File: src/rtl/wb_pipe_if.sv
// Bundle between decode/EX/MEM control and the destination-register pipeline.
// master drives the ID fields and stage data; slave is the pipeline itself.
interface wb_pipe_if #(
  parameter int CNT_W = 16
);
  logic             id_do_reg_write;
  logic [4:0]       id_write_reg_addr;
  logic [1:0]       id_select_write_reg;
  logic             id_do_dm_read;
  logic [31:0]      id_imm_extend;
  logic [31:0]      alu_result;
  logic [31:0]      dm_read_data;
  logic             do_hazard;
  logic             flush;
  logic             pipe_stall;

  logic             xREG2_do_reg_write;
  logic [4:0]       xREG2_write_reg_addr;
  logic [1:0]       xREG2_select_write_reg;
  logic             xREG2_do_dm_read;
  logic [31:0]      xREG2_imm_extend;
  logic             xREG3_do_reg_write;
  logic [4:0]       xREG3_write_reg_addr;
  logic [31:0]      write_reg_data;
  logic             xREG4_do_reg_write;
  logic [4:0]       xREG4_write_reg_addr;
  logic [31:0]      xREG4_write_reg_data;
  logic             hazard_stall;
  logic [CNT_W-1:0] hazard_count;

  modport master (
    output id_do_reg_write, id_write_reg_addr, id_select_write_reg, id_do_dm_read,
           id_imm_extend, alu_result, dm_read_data, do_hazard, flush, pipe_stall,
    input  xREG2_do_reg_write, xREG2_write_reg_addr, xREG2_select_write_reg,
           xREG2_do_dm_read, xREG2_imm_extend, xREG3_do_reg_write, xREG3_write_reg_addr,
           write_reg_data, xREG4_do_reg_write, xREG4_write_reg_addr, xREG4_write_reg_data,
           hazard_stall, hazard_count
  );

  modport slave (
    input  id_do_reg_write, id_write_reg_addr, id_select_write_reg, id_do_dm_read,
           id_imm_extend, alu_result, dm_read_data, do_hazard, flush, pipe_stall,
    output xREG2_do_reg_write, xREG2_write_reg_addr, xREG2_select_write_reg,
           xREG2_do_dm_read, xREG2_imm_extend, xREG3_do_reg_write, xREG3_write_reg_addr,
           write_reg_data, xREG4_do_reg_write, xREG4_write_reg_addr, xREG4_write_reg_data,
           hazard_stall, hazard_count
  );
endinterface

File: src/rtl/wb_pipe.sv
// Destination-register pipeline EX/MEM/WB: one stage per edge, bubbles on hazard/flush,
// whole-pipe freeze on pipe_stall, saturating count of load-use bubble cycles.
module wb_pipe #(
  parameter int CNT_W = 16
) (
  input logic       clock,
  input logic       reset,
  wb_pipe_if.slave  bus
);

  localparam logic [1:0] WRREG_ALURESULT = 2'b00;
  localparam logic [1:0] WRREG_IMMDATA   = 2'b01;
  localparam logic [1:0] WRREG_MEMDATA   = 2'b10;
  localparam logic [1:0] WRREG_RESERVED  = 2'b11;

  typedef struct packed {
    logic        wr;
    logic [4:0]  addr;
    logic [1:0]  sel;
    logic        rd;
    logic [31:0] imm;
  } ex_t;

  typedef struct packed {
    logic        wr;
    logic [4:0]  addr;
    logic [1:0]  sel;
    logic [31:0] alu;
    logic [31:0] imm;
  } mem_t;

  typedef struct packed {
    logic        wr;
    logic [4:0]  addr;
    logic [31:0] data;
  } wb_t;

  ex_t              x2_q, x2_d;
  mem_t             x3_q, x3_d;
  wb_t              x4_q, x4_d;
  logic [CNT_W-1:0] cnt_q, cnt_d;
  logic [31:0]      wr_data;
  logic             hz_stall;

  // The global freeze already holds the front end, so no separate hazard hold then.
  assign hz_stall = bus.do_hazard & ~bus.flush & ~bus.pipe_stall;

  always_comb begin
    wr_data = '0;
    case (x3_q.sel)
      WRREG_ALURESULT: wr_data = x3_q.alu;
      WRREG_IMMDATA:   wr_data = x3_q.imm;
      WRREG_MEMDATA:   wr_data = bus.dm_read_data;
      default:         wr_data = '0;
    endcase
  end

  always_comb begin
    x2_d  = x2_q;
    x3_d  = x3_q;
    x4_d  = x4_q;
    cnt_d = cnt_q;
    if (!bus.pipe_stall) begin
      if (bus.flush || bus.do_hazard) begin
        x2_d = '0;
      end else begin
        x2_d.wr   = bus.id_do_reg_write & (bus.id_select_write_reg != WRREG_RESERVED);
        x2_d.addr = bus.id_write_reg_addr;
        x2_d.sel  = bus.id_select_write_reg;
        x2_d.rd   = bus.id_do_dm_read;
        x2_d.imm  = bus.id_imm_extend;
      end

      x3_d.wr   = x2_q.wr;
      x3_d.addr = x2_q.addr;
      x3_d.sel  = x2_q.sel;
      x3_d.alu  = bus.alu_result;
      x3_d.imm  = x2_q.imm;

      x4_d.wr   = x3_q.wr;
      x4_d.addr = x3_q.addr;
      x4_d.data = wr_data;

      if (hz_stall && (cnt_q != {CNT_W{1'b1}})) begin
        cnt_d = cnt_q + 1'b1;
      end
    end
  end

  always_ff @(posedge clock) begin
    if (reset) begin
      x2_q  <= '0;
      x3_q  <= '0;
      x4_q  <= '0;
      cnt_q <= '0;
    end else begin
      x2_q  <= x2_d;
      x3_q  <= x3_d;
      x4_q  <= x4_d;
      cnt_q <= cnt_d;
    end
  end

  assign bus.xREG2_do_reg_write     = x2_q.wr;
  assign bus.xREG2_write_reg_addr   = x2_q.addr;
  assign bus.xREG2_select_write_reg = x2_q.sel;
  assign bus.xREG2_do_dm_read       = x2_q.rd;
  assign bus.xREG2_imm_extend       = x2_q.imm;
  assign bus.xREG3_do_reg_write     = x3_q.wr;
  assign bus.xREG3_write_reg_addr   = x3_q.addr;
  assign bus.write_reg_data         = wr_data;
  assign bus.xREG4_do_reg_write     = x4_q.wr;
  assign bus.xREG4_write_reg_addr   = x4_q.addr;
  assign bus.xREG4_write_reg_data   = x4_q.data;
  assign bus.hazard_stall           = hz_stall;
  assign bus.hazard_count           = cnt_q;

endmodule

File: src/flat_wrapper.sv
// flat-port wrapper written by rule: the top's interface ports become plain ports
module wb_pipe_flat 
#(
  parameter int CNT_W = 16
)
  (clock, reset, bus_id_do_reg_write, bus_id_write_reg_addr, bus_id_select_write_reg, bus_id_do_dm_read, bus_id_imm_extend, bus_alu_result, bus_dm_read_data, bus_do_hazard, bus_flush, bus_pipe_stall, bus_xREG2_do_reg_write, bus_xREG2_write_reg_addr, bus_xREG2_select_write_reg, bus_xREG2_do_dm_read, bus_xREG2_imm_extend, bus_xREG3_do_reg_write, bus_xREG3_write_reg_addr, bus_write_reg_data, bus_xREG4_do_reg_write, bus_xREG4_write_reg_addr, bus_xREG4_write_reg_data, bus_hazard_stall, bus_hazard_count);
  wb_pipe_if #(.CNT_W(CNT_W)) bus_i ();
  input logic clock;
  input logic reset;
  input wire logic [$bits(bus_i.id_do_reg_write)-1:0] bus_id_do_reg_write;
  input wire logic [$bits(bus_i.id_write_reg_addr)-1:0] bus_id_write_reg_addr;
  input wire logic [$bits(bus_i.id_select_write_reg)-1:0] bus_id_select_write_reg;
  input wire logic [$bits(bus_i.id_do_dm_read)-1:0] bus_id_do_dm_read;
  input wire logic [$bits(bus_i.id_imm_extend)-1:0] bus_id_imm_extend;
  input wire logic [$bits(bus_i.alu_result)-1:0] bus_alu_result;
  input wire logic [$bits(bus_i.dm_read_data)-1:0] bus_dm_read_data;
  input wire logic [$bits(bus_i.do_hazard)-1:0] bus_do_hazard;
  input wire logic [$bits(bus_i.flush)-1:0] bus_flush;
  input wire logic [$bits(bus_i.pipe_stall)-1:0] bus_pipe_stall;
  output wire logic [$bits(bus_i.xREG2_do_reg_write)-1:0] bus_xREG2_do_reg_write;
  output wire logic [$bits(bus_i.xREG2_write_reg_addr)-1:0] bus_xREG2_write_reg_addr;
  output wire logic [$bits(bus_i.xREG2_select_write_reg)-1:0] bus_xREG2_select_write_reg;
  output wire logic [$bits(bus_i.xREG2_do_dm_read)-1:0] bus_xREG2_do_dm_read;
  output wire logic [$bits(bus_i.xREG2_imm_extend)-1:0] bus_xREG2_imm_extend;
  output wire logic [$bits(bus_i.xREG3_do_reg_write)-1:0] bus_xREG3_do_reg_write;
  output wire logic [$bits(bus_i.xREG3_write_reg_addr)-1:0] bus_xREG3_write_reg_addr;
  output wire logic [$bits(bus_i.write_reg_data)-1:0] bus_write_reg_data;
  output wire logic [$bits(bus_i.xREG4_do_reg_write)-1:0] bus_xREG4_do_reg_write;
  output wire logic [$bits(bus_i.xREG4_write_reg_addr)-1:0] bus_xREG4_write_reg_addr;
  output wire logic [$bits(bus_i.xREG4_write_reg_data)-1:0] bus_xREG4_write_reg_data;
  output wire logic [$bits(bus_i.hazard_stall)-1:0] bus_hazard_stall;
  output wire logic [$bits(bus_i.hazard_count)-1:0] bus_hazard_count;
  assign bus_i.id_do_reg_write = bus_id_do_reg_write;
  assign bus_i.id_write_reg_addr = bus_id_write_reg_addr;
  assign bus_i.id_select_write_reg = bus_id_select_write_reg;
  assign bus_i.id_do_dm_read = bus_id_do_dm_read;
  assign bus_i.id_imm_extend = bus_id_imm_extend;
  assign bus_i.alu_result = bus_alu_result;
  assign bus_i.dm_read_data = bus_dm_read_data;
  assign bus_i.do_hazard = bus_do_hazard;
  assign bus_i.flush = bus_flush;
  assign bus_i.pipe_stall = bus_pipe_stall;
  assign bus_xREG2_do_reg_write = bus_i.xREG2_do_reg_write;
  assign bus_xREG2_write_reg_addr = bus_i.xREG2_write_reg_addr;
  assign bus_xREG2_select_write_reg = bus_i.xREG2_select_write_reg;
  assign bus_xREG2_do_dm_read = bus_i.xREG2_do_dm_read;
  assign bus_xREG2_imm_extend = bus_i.xREG2_imm_extend;
  assign bus_xREG3_do_reg_write = bus_i.xREG3_do_reg_write;
  assign bus_xREG3_write_reg_addr = bus_i.xREG3_write_reg_addr;
  assign bus_write_reg_data = bus_i.write_reg_data;
  assign bus_xREG4_do_reg_write = bus_i.xREG4_do_reg_write;
  assign bus_xREG4_write_reg_addr = bus_i.xREG4_write_reg_addr;
  assign bus_xREG4_write_reg_data = bus_i.xREG4_write_reg_data;
  assign bus_hazard_stall = bus_i.hazard_stall;
  assign bus_hazard_count = bus_i.hazard_count;
  wb_pipe #(.CNT_W(CNT_W)) u_core (.clock(clock), .reset(reset), .bus(bus_i));
endmodule
File: config.mk
export PLATFORM = sky130hd
export DESIGN_NAME = wb_pipe_flat
export DESIGN_NICKNAME = d
export VERILOG_FILES = /design/src/rtl/wb_pipe_if.sv /design/src/rtl/wb_pipe.sv /design/src/flat_wrapper.sv
export SDC_FILE = /design/constraint.sdc
export NUM_CORES = 1
export LEC_CHECK = 0
export ABC_AREA = 1
export CAP_MARGIN = 10
export CORE_UTILIZATION = 35
export DETAILED_ROUTE_END_ITERATION = 12
export PLACE_DENSITY = 0.65
export SLEW_MARGIN = 20
export SYNTH_ARGS = -nofsm -noshare
export SYNTH_HDL_FRONTEND = slang
export SYNTH_SLANG_ARGS = --single-unit
File: constraint.sdc
create_clock -name clock -period 1.8 [get_ports clock]
set_clock_uncertainty 0.15 [all_clocks]
set_input_delay 0.18 -clock clock [delete_from_list [all_inputs] [get_ports clock]]
set_output_delay 0.18 -clock clock [all_outputs]
set_load 0.02 [all_outputs]
==> qor_table.md, run 1 <==
| Item | This run |
| --- | --- |
| Outcome | complete, but fails checks |
| Failing checks | negative setup slack |
| Sw power | 2.78 mW |
| Number of nets in the layout | 1352 |
| Reg2Reg Setup Slack | -190 ps |
| Share of power burned in registers | 41.9% |
| Number of pins with negative max-slew slack in the final report | 0 |
| Post-detailed-placement half-perimeter wirelength | 15500 µm |
| Leftover overflow at the end of global routing | 0 |
| Gpl congestion | 0.842 |
| Arrival @ worst endpoint | 1670 ps |
| Detail Route Antenna Nets | 0 |
| Unrepaired setup endpoints after global routing | true |
| Global-route wire length before repair | 35200 µm |
| Mapped Nets | 1081 |
| Worst Tran Pin Value | 511 ps |
| Final Total Pwr | 9.70 mW |
| # IOs | 244 |
| Kind of critical path | register to output pin |
| Most common cell after layout, fill and taps aside | sky130_fd_sc_hd__nor2_1 |
| Clock period minus final worst setup slack | 2000 ps |
| Power density cells | 858 nW/µm² |
| Max FFs per register | 66 |
| Maximum number of pins on one net before global-route repair | 52 |
| Sequential cell area fraction in the yosys report | 46.9% |
| Post-route DRC | 0 |
| Post-route clock period utilization | 111% |
| Core occupancy in the finished layout | 57.4% |
| Initial antenna violation count | 0 |
| Static Leak | 4.91 nW |
| Clock tree buffer depth | 2 |
| Switching Fraction | 28.6% |
| Horizontal extent of the die | 145 µm |
| Number of CTS-inserted buffers | 17 |
| Clock tree root driver cell | sky130_fd_sc_hd__clkbuf_16 |
| Max-capacitance violation count | 0 |
| Routed wire length per instance | 15.4 µm |
| Number of levels the H-tree was split into | 4 |
| Internal power | 6.92 mW |
| Core Footprint | 19700 µm² |
| Total length of routed wires | 23400 µm |
| Latest clock arrival within the worst-skew pair | 430 ps |
| Antenna cells | 0 |
| Number of DRC markers after the initial detailed-route iteration | 349 |
| Fraction of power consumed by the clock network | 37.1% |
| Cell depth of the worst flop-to-flop path | 14 |
| Kind of capture point of the worst setup path | output pin |
| Endpoints failing setup | 33 |
| Number of input and output port buffers inserted | 243 |
| CTS tree | yes |
| Highest clock frequency the design can meet | 499 MHz |
| Setup ws final | -203 ps |
| Maximum fanout encountered on the critical timing path | 5 |
| Required @ worst endpoint | 1470 ps |
| Highest-count cells in the layout ignoring fill and taps | sky130_fd_sc_hd__nor2_1 (242), sky130_fd_sc_hd__clkdlybuf4s50_1 (183), sky130_fd_sc_hd__dfxtp_1 (165) |
| Max-slew headroom | 65.9% |
| Vias in the first global route | 6638 |
| Vias per Instance | 4.80 |
| Netlist area before placement | 7120 µm² |
| DR vias | 7289 |
| Worst setup path startpoint | u_core.x3_q[64] |
| Number of storage elements in the synthesis netlist | 167 |
| Initial Utilization | 36.1% |
| Count of unique library cells instantiated by Yosys | 26 |
| Class of the most critical hold timing path | primary input to register |
| Layout overhead on the synthesized area | 58.8% |
| Layout cells sized above 1 | 18.1% |
| Dpl ws | -317 ps |
| Yosys warns | 0 |
| Number of clock sinks | 167 |
| Y dimension of the die | 145 µm |
| Biggest register | u_core.x3_q |
| Startpoint of the worst register-to-register path | u_core.x3_q[64] |
| All-Layer GR Usage | 22.2% |
| Capture point of the worst path | bus_write_reg_data[18] |
| First-pass iteration count of the detailed router | 5 |
| Placement Rows | 51 |
| Comb power frac | 21.0% |
| Overall die area | 20900 µm² |
| Cells after synthesis | 970 |
| Hold violation count in the final report | 0 |
| Highest ir drop seen on vdd | 0.000550 V |
| Clock slew at the register clock pins of the worst setup and hold paths | 70 ps |
| Cell Count, Final, Fillers Out | 1519 |
| Kind of start point of the critical path | register |
| Avg Inst Size Synth | 7.34 µm² |
| Placed Cells incl. Taps | 1460 |
| Reg-to-reg critical path endpoint | u_core.bus.xREG4_write_reg_data[12] |
==> power groups by stage <==
stage	combinational [mW]	sequential (mW)	clock, mW
2_1_floorplan	0.742	4.24	0
3_3_place_gp	1.76	4.13	0
3_5_place_dp	1.78	4.13	0
4_1_cts	1.97	4.06	3.68
5_1_grt	2.18	4.09	3.84
6_report	2.04	4.07	3.60
==> worst min path at each step <==
stage | start | end | slack [ps] | depth (start not counted)
final | bus_pipe_stall | u_core.bus.xREG4_write_reg_data[10] | 130 | 4
after global routing | bus_pipe_stall | u_core.bus.xREG4_write_reg_data[10] | 120 | 4
after CTS | bus_pipe_stall | u_core.bus.xREG4_write_reg_data[10] | 120 | 4
after detailed placement | u_core.x3_q[48] | u_core.x3_q[48] | 320 | 2
after global placement | u_core.x3_q[29] | u_core.x3_q[29] | 320 | 2
after floorplan | bus_id_do_dm_read | u_core.bus.xREG2_do_dm_read | 170 | 2
==> kinds of logic (layout without fill, tap and decap cells) <==
kind of cell,Yosys count,in the layout,synth area share [%]
AND/OR/NAND/NOR,431,431,24.0
adder cells (fa/ha/maj),1,1,0.176
XOR/XNOR,5,5,0.615
AO/OA/AOI/OAI,238,238,20.1
flip-flops,167,167,46.9
buffers and inverters,128,412,8.13
==> metal layers <==
| metal | vias to the layer above | GRT usage (%) | routed length, µm |
|---|---|---|---|
| met5 | - | 0 | 0 |
| met4 | 0 | 10.1 | 633 |
| met3 | 47 | 4.77 | 1310 |
| met2 | 226 | 35.4 | 11100 |
| met1 | 3312 | 28.5 | 10400 |
| li1 | 3704 | - | - |
==> worst max-delay path, cell delays in order, from the launching register on <==
cell	delay (ps)
sky130_fd_sc_hd__dfxtp_2	340
sky130_fd_sc_hd__buf_12	120
sky130_fd_sc_hd__nor2_4	120
sky130_fd_sc_hd__buf_6	130
sky130_fd_sc_hd__buf_12	110
sky130_fd_sc_hd__buf_16	130
sky130_fd_sc_hd__nand2_2	50
sky130_fd_sc_hd__o211ai_2	80
sky130_fd_sc_hd__buf_6	150
==> final cells by class <==
| type | instances | area, µm² |
|---|---|---|
| Fill cell | 1808 | 8400 |
| Multi-Input combinational cell | 675 | 3450 |
| Timing Repair Buffer | 328 | 3400 |
| Sequential cell | 167 | 3350 |
| Clock buffer | 18 | 439 |
| Tap cell | 265 | 332 |
| Inverter | 52 | 203 |
| Clock inverter | 14 | 139 |
==> cells in the mapped netlist <==
library cell               count  area, µm²
sky130_fd_sc_hd__nand3b_1      1       7.51
sky130_fd_sc_hd__inv_2         3       11.3
sky130_fd_sc_hd__clkbuf_2      1       5.00
sky130_fd_sc_hd__buf_2        15       75.1
sky130_fd_sc_hd__nand3_1      44        220
sky130_fd_sc_hd__o211ai_2     30        375
sky130_fd_sc_hd__nand4_1       4       25.0
sky130_fd_sc_hd__a21oi_2       3       26.3
sky130_fd_sc_hd__xor2_1        3       26.3
sky130_fd_sc_hd__nand2_1     129        484
sky130_fd_sc_hd__inv_1        49        184
sky130_fd_sc_hd__ha_1          1       12.5
sky130_fd_sc_hd__nor2_1      248        931
sky130_fd_sc_hd__clkbuf_1     46        173
sky130_fd_sc_hd__nor3_1        1       5.00
sky130_fd_sc_hd__dfxtp_1     167       3340
sky130_fd_sc_hd__o211ai_1      2       15.0
sky130_fd_sc_hd__nor2_2        1       6.26
sky130_fd_sc_hd__nor2_4        1       11.3
sky130_fd_sc_hd__xnor2_1       2       17.5
sky130_fd_sc_hd__or2_1         1       6.26
sky130_fd_sc_hd__buf_4         7       52.6
sky130_fd_sc_hd__nor3_4        1       16.3
sky130_fd_sc_hd__a21oi_1      50        250
sky130_fd_sc_hd__buf_6         7       78.8
sky130_fd_sc_hd__o21ai_0     153        766
==> stage by stage <==
step	instance area [µm²]	hold slack [ps]	setup TNS, ps
CTS	11100	121	-5640
floorplan	7120	172	0
detailed placement	10100	320	-8750
global placement	10100	315	-8070
global route	11300	124	-6800
finish	11300	125	-5080
==> what timing repair did <==
action	4_1_cts	5_1_grt
buffers inserted	24	5
hold buffers	0	0
setup endpoints to repair	48	54
gates resized for setup	236	52
pin swaps	9	12
gates cloned	4	1
No activity file was read; power rests on OpenSTA's default activity.
==> inputs of run 2 (changes only) <==
--- a/config.mk
+++ b/config.mk
@@ -9,6 +9,7 @@
 export CAP_MARGIN = 10
 export CORE_UTILIZATION = 35
 export DETAILED_ROUTE_END_ITERATION = 12
+export GPL_TIMING_DRIVEN = 0
 export PLACE_DENSITY = 0.65
 export SLEW_MARGIN = 20
 export SYNTH_ARGS = -nofsm -noshare
==> run 2 against run 1 <==
The flow still finishes with violations (negative setup slack). Clock power increased by 1%. Sequential power is essentially flat. Largest cell class unchanged. Wire length up 3.9%. Worst setup slack worse by 56 ps. Die area unchanged. Sequential cell count unchanged. Combinational power is 6% lower. First-iteration DRC count up 7.4%. Critical path depth is 2 lower.
==> qor_table.md, run 2 (synthesis gave the netlist of run 1 again) <==
| Item | This run | Delta |
| --- | --- | --- |
| Max FFs per register | 66 | unchanged |
| Required @ worst endpoint | 1470 ps | about the same |
| Biggest register | u_core.x3_q | unchanged |
| Post-route design area | 10900 µm² | was 11300 µm² |
| Static Leak | 4.57 nW | was 4.91 nW |
| All-Layer GR Usage | 23.3% | was 22.2% |
| Number of DRC markers after the initial detailed-route iteration | 375 | was 349 |
| Vias per Instance | 4.79 | was 4.80 |
| Arrival @ worst endpoint | 1730 ps | was 1670 ps |
| Latest clock arrival within the worst-skew pair | 430 ps | about the same |
| Layout cells sized above 1 | 12.5% | was 18.1% |
| Kind of capture point of the worst setup path | output pin | unchanged |
| Kind of start point of the critical path | register | unchanged |
| Core Footprint | 19700 µm² | unchanged |
| Setup ws final | -259 ps | was -203 ps |
| Dpl ws | -504 ps | was -317 ps |
| Number of pins with negative max-slew slack in the final report | 0 | unchanged |
| Post-detailed-placement half-perimeter wirelength | 18000 µm | was 15500 µm |
| Max-capacitance violation count | 0 | unchanged |
| Failing checks | negative setup slack | unchanged |
| Detail Route Antenna Nets | 0 | unchanged |
| WHS | 153 ps | was 125 ps |
| Placement Rows | 51 | unchanged |
| Clock tree root driver cell | sky130_fd_sc_hd__clkbuf_16 | unchanged |
| Number of clock sinks | 167 | unchanged |
| Worst Tran Pin Value | 620 ps | was 511 ps |
| DR vias | 7267 | was 7289 |
| Total length of routed wires | 24300 µm | was 23400 µm |
| Number of CTS-inserted buffers | 17 | unchanged |
| Highest-count cells in the layout ignoring fill and taps | sky130_fd_sc_hd__nor2_1 (246), sky130_fd_sc_hd__clkdlybuf4s50_1 (181), sky130_fd_sc_hd__dfxtp_1 (163) | was sky130_fd_sc_hd__nor2_1 (242), sky130_fd_sc_hd__clkdlybuf4s50_1 (183), sky130_fd_sc_hd__dfxtp_1 (165) |
| Core occupancy in the finished layout | 55.4% | was 57.4% |
| Overall die area | 20900 µm² | unchanged |
| Clock slew at the register clock pins of the worst setup and hold paths | 70 ps | about the same |
| Clock period minus final worst setup slack | 2060 ps | was 2000 ps |
| Outcome | complete, but fails checks | unchanged |
| Initial Utilization | 36.1% | unchanged |
| Highest clock frequency the design can meet | 486 MHz | was 499 MHz |
| # fillers | 1841 | was 1808 |
| Vias in the first global route | 6806 | was 6638 |
| First-pass iteration count of the detailed router | 5 | unchanged |
| Class of the most critical hold timing path | primary input to register | unchanged |
| Antenna cells | 0 | unchanged |
| Number of levels the H-tree was split into | 4 | unchanged |
| Y dimension of the die | 145 µm | unchanged |
| Most common cell after layout, fill and taps aside | sky130_fd_sc_hd__nor2_1 | unchanged |
| Post-route clock period utilization | 114% | was 111% |
| Number of input and output port buffers inserted | 242 | was 243 |
| Post-route DRC | 0 | unchanged |
| Cell area reported after detailed placement | 9880 µm² | was 10100 µm² |
| Leftover overflow at the end of global routing | 0 | unchanged |
| Maximum number of pins on one net before global-route repair | 17 | was 52 |
| CTS tree | yes | unchanged |
| Initial antenna violation count | 0 | unchanged |
| Kind of critical path | register to output pin | unchanged |
| Horizontal extent of the die | 145 µm | unchanged |
| # IOs | 244 | unchanged |
| Number of nets in the layout | 1351 | was 1352 |
| Power density cells | 879 nW/µm² | was 858 nW/µm² |
| Endpoints failing setup | 32 | was 33 |
| Global-route wire length before repair | 37000 µm | was 35200 µm |
| Hold violation count in the final report | 0 | unchanged |
| Max-slew headroom | 58.6% | was 65.9% |
| Unrepaired setup endpoints after global routing | true | unchanged |
| Layout overhead on the synthesized area | 53.4% | was 58.8% |
| Highest ir drop seen on vdd | 0.000589 V | was 0.000550 V |
| Routed wire length per instance | 16.0 µm | was 15.4 µm |
| Gpl congestion | 0.855 | was 0.842 |
| Maximum fanout encountered on the critical timing path | 8 | was 5 |
| Clock tree buffer depth | 2 | unchanged |
-- run 2: changes by cell type in the layout (fill, tap and decap cells not counted), sizes merged --
| cell | change |
|---|---|
| buf | -48 |
| clkbuf | +47 |
| clkdlybuf4s50 | -2 |
| clkinv | -2 |
| dlygate4sd2 | +5 |
| dlygate4sd3 | +1 |
| dlymetal6s2s | -3 |
| inv | +1 |
-- run 2: cell type report --
type / count / area (µm²) / share of cell area, %
Buffer: 75 / 423 / 3.87
Clock buffer: 19 / 453 / 4.14
Clock inverter: 13 / 131 / 1.20
Inverter: 52 / 198 / 1.81
Multi-Input combinational cell: 675 / 3460 / 31.7
Sequential cell: 167 / 3350 / 30.7
Tap cell: 265 / 332 / 3.03
Timing Repair Buffer: 252 / 2580 / 23.6
-- run 2: per-layer routing --
| metal | track usage [%] | wire length, µm | vias up |
|---|---|---|---|
| met1 | 31.3 | 11100 | 3315 |
| met2 | 38.0 | 11500 | 216 |
| met5 | 0 | 0 | - |
| li1 | - | - | 3712 |
| met3 | 4.11 | 1280 | 24 |
| met4 | 6.93 | 459 | 0 |
-- run 2: where the power goes --
group	internal, mW	switching, mW	leakage, nW	total [mW]
clock network	2.02	1.63	0.291	3.65
registers	3.92	0.136	1.38	4.05
logic	0.895	1.01	2.90	1.91
-- run 2: final timing paths --
path / from / to / slack [ps] / depth (start not counted)
worst max-delay path: u_core.x3_q[65] / bus_write_reg_data[30] / -260 / 6
worst min-delay path: bus_id_imm_extend[24] / u_core.bus.xREG2_imm_extend[24] / 150 / 3
worst min register to register: u_core.x3_q[52] / u_core.x3_q[52] / 330 / 2
worst max register to register: u_core.bus.hazard_count[0] / u_core.bus.hazard_count[10] / 160 / 10
-- run 2: timing repair --
action,CTS,global route
pin swaps,4,4
resized for setup,243,38
setup endpoints to repair,114,66
hold buffers,1,0
endpoints found under the hold margin,9,0
gates cloned,1,2
buffers inserted,4,2
-- run 2: worst max-delay path, cell delays in order, from the launching register on --
cell,delay (ps)
sky130_fd_sc_hd__dfxtp_2,360
sky130_fd_sc_hd__inv_4,50
sky130_fd_sc_hd__or2_4,230
sky130_fd_sc_hd__buf_12,160
sky130_fd_sc_hd__buf_12,150
sky130_fd_sc_hd__o211ai_4,210
sky130_fd_sc_hd__buf_6,150
-- run 2: per-stage QoR --
stage	cells	TNS [ps]	power [mW]
3_3_place_gp	1477	-74970	5.86
6_report	1518	-7180	9.61
3_5_place_dp	1477	-74390	5.87
2_1_floorplan	970	0	4.98
5_1_grt	1518	-9150	10.0
4_1_cts	1515	-8320	9.59
==> inputs of run 3 (changes only) <==
--- a/config.mk
+++ b/config.mk
@@ -6,7 +6,6 @@
 export NUM_CORES = 1
 export LEC_CHECK = 0
 export ABC_AREA = 1
-export CAP_MARGIN = 10
 export CORE_UTILIZATION = 35
 export DETAILED_ROUTE_END_ITERATION = 12
 export GPL_TIMING_DRIVEN = 0
==> constraint.sdc (replaced) <==
create_clock -name clock -period 2.05 [get_ports clock]
set_clock_uncertainty 0.15 [all_clocks]
set_input_delay 0.205 -clock clock [delete_from_list [all_inputs] [get_ports clock]]
set_output_delay 0.205 -clock clock [all_outputs]
set_load 0.02 [all_outputs]
==> run 3 against run 2 <==
The run still ends with negative setup slack left. First-iteration DRC count grew 8.5%. Cell count about the same. Worst hold slack improved by 19 ps. Clock power down 12%. Power down 12%. Global-route usage down 0.13 points. Core utilization down 0.51 points. Critical endpoint unchanged. Highest routed layer unchanged.
==> qor_table.md, run 3 (synthesis gave the netlist of run 1 again) <==
| Item | This run | Delta |
| --- | --- | --- |
| Kind of capture point of the worst setup path | output pin | unchanged |
| Internal power | 5.99 mW | was 6.83 mW |
| # IOs | 244 | unchanged |
| Vias per Instance | 4.81 | was 4.79 |
| Max-capacitance violation count | 0 | unchanged |
| Maximum fanout encountered on the critical timing path | 10 | was 8 |
| Share of power burned in registers | 42.2% | about the same |
| Maximum number of pins on one net before global-route repair | 17 | unchanged |
| All-Layer GR Usage | 23.2% | was 23.3% |
| Number of pins with negative max-slew slack in the final report | 0 | unchanged |
| Sw power | 2.43 mW | was 2.77 mW |
| Total length of routed wires | 24000 µm | was 24300 µm |
| Clock period minus final worst setup slack | 2110 ps |  |
| Number of CTS-inserted buffers | 17 | unchanged |
| Latest clock arrival within the worst-skew pair | 430 ps | about the same |
| Routed wire length per instance | 15.8 µm | was 16.0 µm |
| First-pass iteration count of the detailed router | 5 | unchanged |
| Gpl congestion | 0.855 | unchanged |
| Number of input and output port buffers inserted | 242 | unchanged |
| Layout cells sized above 1 | 12.1% | was 12.5% |
| Highest ir drop seen on vdd | 0.000541 V | was 0.000589 V |
| Number of DRC markers after the initial detailed-route iteration | 407 | was 375 |
| Biggest register | u_core.x3_q | unchanged |
| Power density cells | 778 nW/µm² | was 879 nW/µm² |
| Global-route wire length before repair | 36700 µm | was 37000 µm |
| Core Footprint | 19700 µm² | unchanged |
| Crit path cell chain | buf_6 > or2_1 > buf_6 > buf_12 > o211ai_4 > buf_6 | was inv_4 > or2_4 > buf_12 > buf_12 > o211ai_4 > buf_6 |
| Fraction of power consumed by the clock network | 38.2% | was 38.0% |
| Class of the most critical hold timing path | primary input to register | unchanged |
| Max FFs per register | 66 | unchanged |
| Placement Rows | 51 | unchanged |
| Failing checks | negative setup slack | unchanged |
| Comb power frac | 19.6% | was 19.9% |
| Static Leak | 4.32 nW | was 4.57 nW |
| Buffers and inverters on the worst path | 4 | unchanged |
| DR vias | 7297 | was 7267 |
| Layout overhead on the synthesized area | 52.0% | was 53.4% |
| Required @ worst endpoint | 1690 ps | was 1470 ps |
| Worst Tran Pin Value | 713 ps | was 620 ps |
| Placed Cells incl. Taps | 1477 | unchanged |
| Hold Path Origin | bus_id_imm_extend[24] | unchanged |
| Cell occurring most often along the worst timing path | sky130_fd_sc_hd__buf_6 | was sky130_fd_sc_hd__buf_12 |
| Highest-count cells in the layout ignoring fill and taps | sky130_fd_sc_hd__nor2_1 (247), sky130_fd_sc_hd__clkdlybuf4s50_1 (210), sky130_fd_sc_hd__dfxtp_1 (166) | was sky130_fd_sc_hd__nor2_1 (246), sky130_fd_sc_hd__clkdlybuf4s50_1 (181), sky130_fd_sc_hd__dfxtp_1 (163) |
| Leftover overflow at the end of global routing | 0 | unchanged |
| Y dimension of the die | 145 µm | unchanged |
| Number of clock sinks | 167 | unchanged |
| Switching Fraction | 28.9% | about the same |
| Number of cells traversed by the worst hold path | 3 | unchanged |
| Largest delay share family, worst path | buffers and inverters | unchanged |
| Clock slew at the register clock pins of the worst setup and hold paths | 70 ps | about the same |
| Hold violation count in the final report | 0 | unchanged |
| Overall die area | 20900 µm² | unchanged |
| Antenna cells | 0 | unchanged |
| Initial antenna violation count | 0 | unchanged |
| Cell depth of the worst flop-to-flop path | 10 | unchanged |
| Post-route clock period utilization | 103% |  |
| Vias in the first global route | 6779 | was 6806 |
| Worst hold endpoint | u_core.bus.xREG2_imm_extend[24] | unchanged |
| Detail Route Antenna Nets | 0 | unchanged |
| Reg-to-reg critical path endpoint | u_core.bus.hazard_count[10] | unchanged |
| Horizontal extent of the die | 145 µm | unchanged |
| WHS | 172 ps | was 153 ps |
| Cell area reported after detailed placement | 9880 µm² | unchanged |
| Arrival @ worst endpoint | 1750 ps | was 1730 ps |
| Outcome | complete, but fails checks | unchanged |
| Kind of critical path | register to output pin | unchanged |
| Max-slew headroom | 52.3% | was 58.6% |
| Cell Count, Final, Fillers Out | 1517 | was 1518 |
| Most common cell after layout, fill and taps aside | sky130_fd_sc_hd__nor2_1 | unchanged |
| Number of nets in the layout | 1350 | was 1351 |
| Post-detailed-placement half-perimeter wirelength | 18000 µm | unchanged |
| Setup ws final | -57.2 ps | was -259 ps |
| Delay of the slowest cell on the worst path | 310 ps | was 360 ps |
| Startpoint of the worst register-to-register path | u_core.bus.hazard_count[0] | unchanged |
| Reg2Reg Setup Slack | 190 ps | was 160 ps |
| Core occupancy in the finished layout | 54.9% | was 55.4% |
| Final Total Pwr | 8.42 mW | was 9.61 mW |
| # fillers | 1844 | was 1841 |
| CTS tree | yes | unchanged |
| Post-route DRC | 0 | unchanged |
| Endpoints failing setup | 27 | was 32 |
| Initial Utilization | 36.1% | unchanged |
| Number of levels the H-tree was split into | 4 | unchanged |
| Clock tree root driver cell | sky130_fd_sc_hd__clkbuf_16 | unchanged |
| Unrepaired setup endpoints after global routing | true | unchanged |
| Clock tree buffer depth | 2 | unchanged |
| Highest clock frequency the design can meet | 475 MHz |  |
| Kind of start point of the critical path | register | unchanged |
| Slowest stage cell on the critical path | sky130_fd_sc_hd__dfxtp_1 | was sky130_fd_sc_hd__dfxtp_2 |
| Post-route design area | 10800 µm² | was 10900 µm² |
[run 3: cell types whose count changed in the layout (fill, tap and decap cells not counted), moves of 3 or more]
cell	delta
sky130_fd_sc_hd__o211ai_4	-4
sky130_fd_sc_hd__dfxtp_1	+3
sky130_fd_sc_hd__dlygate4sd2_1	-21
sky130_fd_sc_hd__buf_6	+3
sky130_fd_sc_hd__o211ai_2	+4
sky130_fd_sc_hd__dlymetal6s2s_1	-8
sky130_fd_sc_hd__clkdlybuf4s50_1	+29
[run 3: final cells by class]
cell class	count	area, µm²	area share (%)
sequential	167	3340	30.9
inverter	52	198	1.83
clock inverter	13	131	1.21
clock buffer	19	453	4.18
buffer	76	417	3.85
timing repair buffer	250	2530	23.4
multi-input combinational	675	3420	31.6
tap	265	332	3.06
[run 3: worst max-delay path by stage]
| stage | cells after the start | startpoint | to |
|---|---|---|---|
| global route | 6 | u_core.x3_q[64] | bus_write_reg_data[3] |
| global placement | 7 | bus_pipe_stall | u_core.bus.xREG4_write_reg_data[27] |
| floorplan | 9 | u_core.bus.hazard_count[0] | u_core.bus.hazard_count[0] |
| CTS | 6 | u_core.x3_q[64] | bus_write_reg_data[30] |
| finish | 6 | u_core.x3_q[64] | bus_write_reg_data[30] |
| detailed placement | 7 | bus_pipe_stall | u_core.bus.xREG4_write_reg_data[24] |
[run 3: repair_timing]
action | CTS | global route
hold buffers | 1 | 0
gates cloned | 0 | 1
endpoints found under the setup margin | 33 | 38
resized for setup | 215 | 21
pin swaps | 2 | 4
buffers inserted | 1 | 5
hold endpoints to repair | 9 | 0
[run 3: worst register-to-register path: stages, from the launching register on]
cell,delay [ps]
sky130_fd_sc_hd__dfxtp_1,480
sky130_fd_sc_hd__ha_2,290
sky130_fd_sc_hd__inv_1,50
sky130_fd_sc_hd__nor2_1,100
sky130_fd_sc_hd__nand2_1,100
sky130_fd_sc_hd__inv_1,100
sky130_fd_sc_hd__nand2_1,70
sky130_fd_sc_hd__nand2_1,100
sky130_fd_sc_hd__buf_6,150
sky130_fd_sc_hd__nand2_1,70
sky130_fd_sc_hd__a21oi_2,130
[run 3: power by group through the flow]
stage                     sequential [mW]  clock, mW  combinational, mW
after floorplan                      3.72          0              0.652
after global routing                 3.58       3.40               1.79
final                                3.56       3.21               1.65
after detailed placement             3.63          0               1.53
after global placement               3.62          0               1.52
after CTS                            3.55       3.25               1.61
[run 3: stage by stage]
stage          TNS (ps)  setup WS [ps]
2_1_floorplan         0            283
3_3_place_gp     -31620           -268
3_5_place_dp     -31000           -279
4_1_cts           -1980          -97.8
5_1_grt           -2770           -118
6_report           -949          -57.2
[run 3: per-layer routing]
layer | track usage [%] | share of wire [%] | up-vias | routed length (µm)
met5 | 0 | 0 | - | 0
met4 | 7.20 | 2.2 | 0 | 529
met3 | 4.08 | 6.4 | 32 | 1540
met2 | 37.6 | 47 | 258 | 11200
met1 | 31.2 | 45 | 3301 | 10700
li1 | - | - | 3706 | -
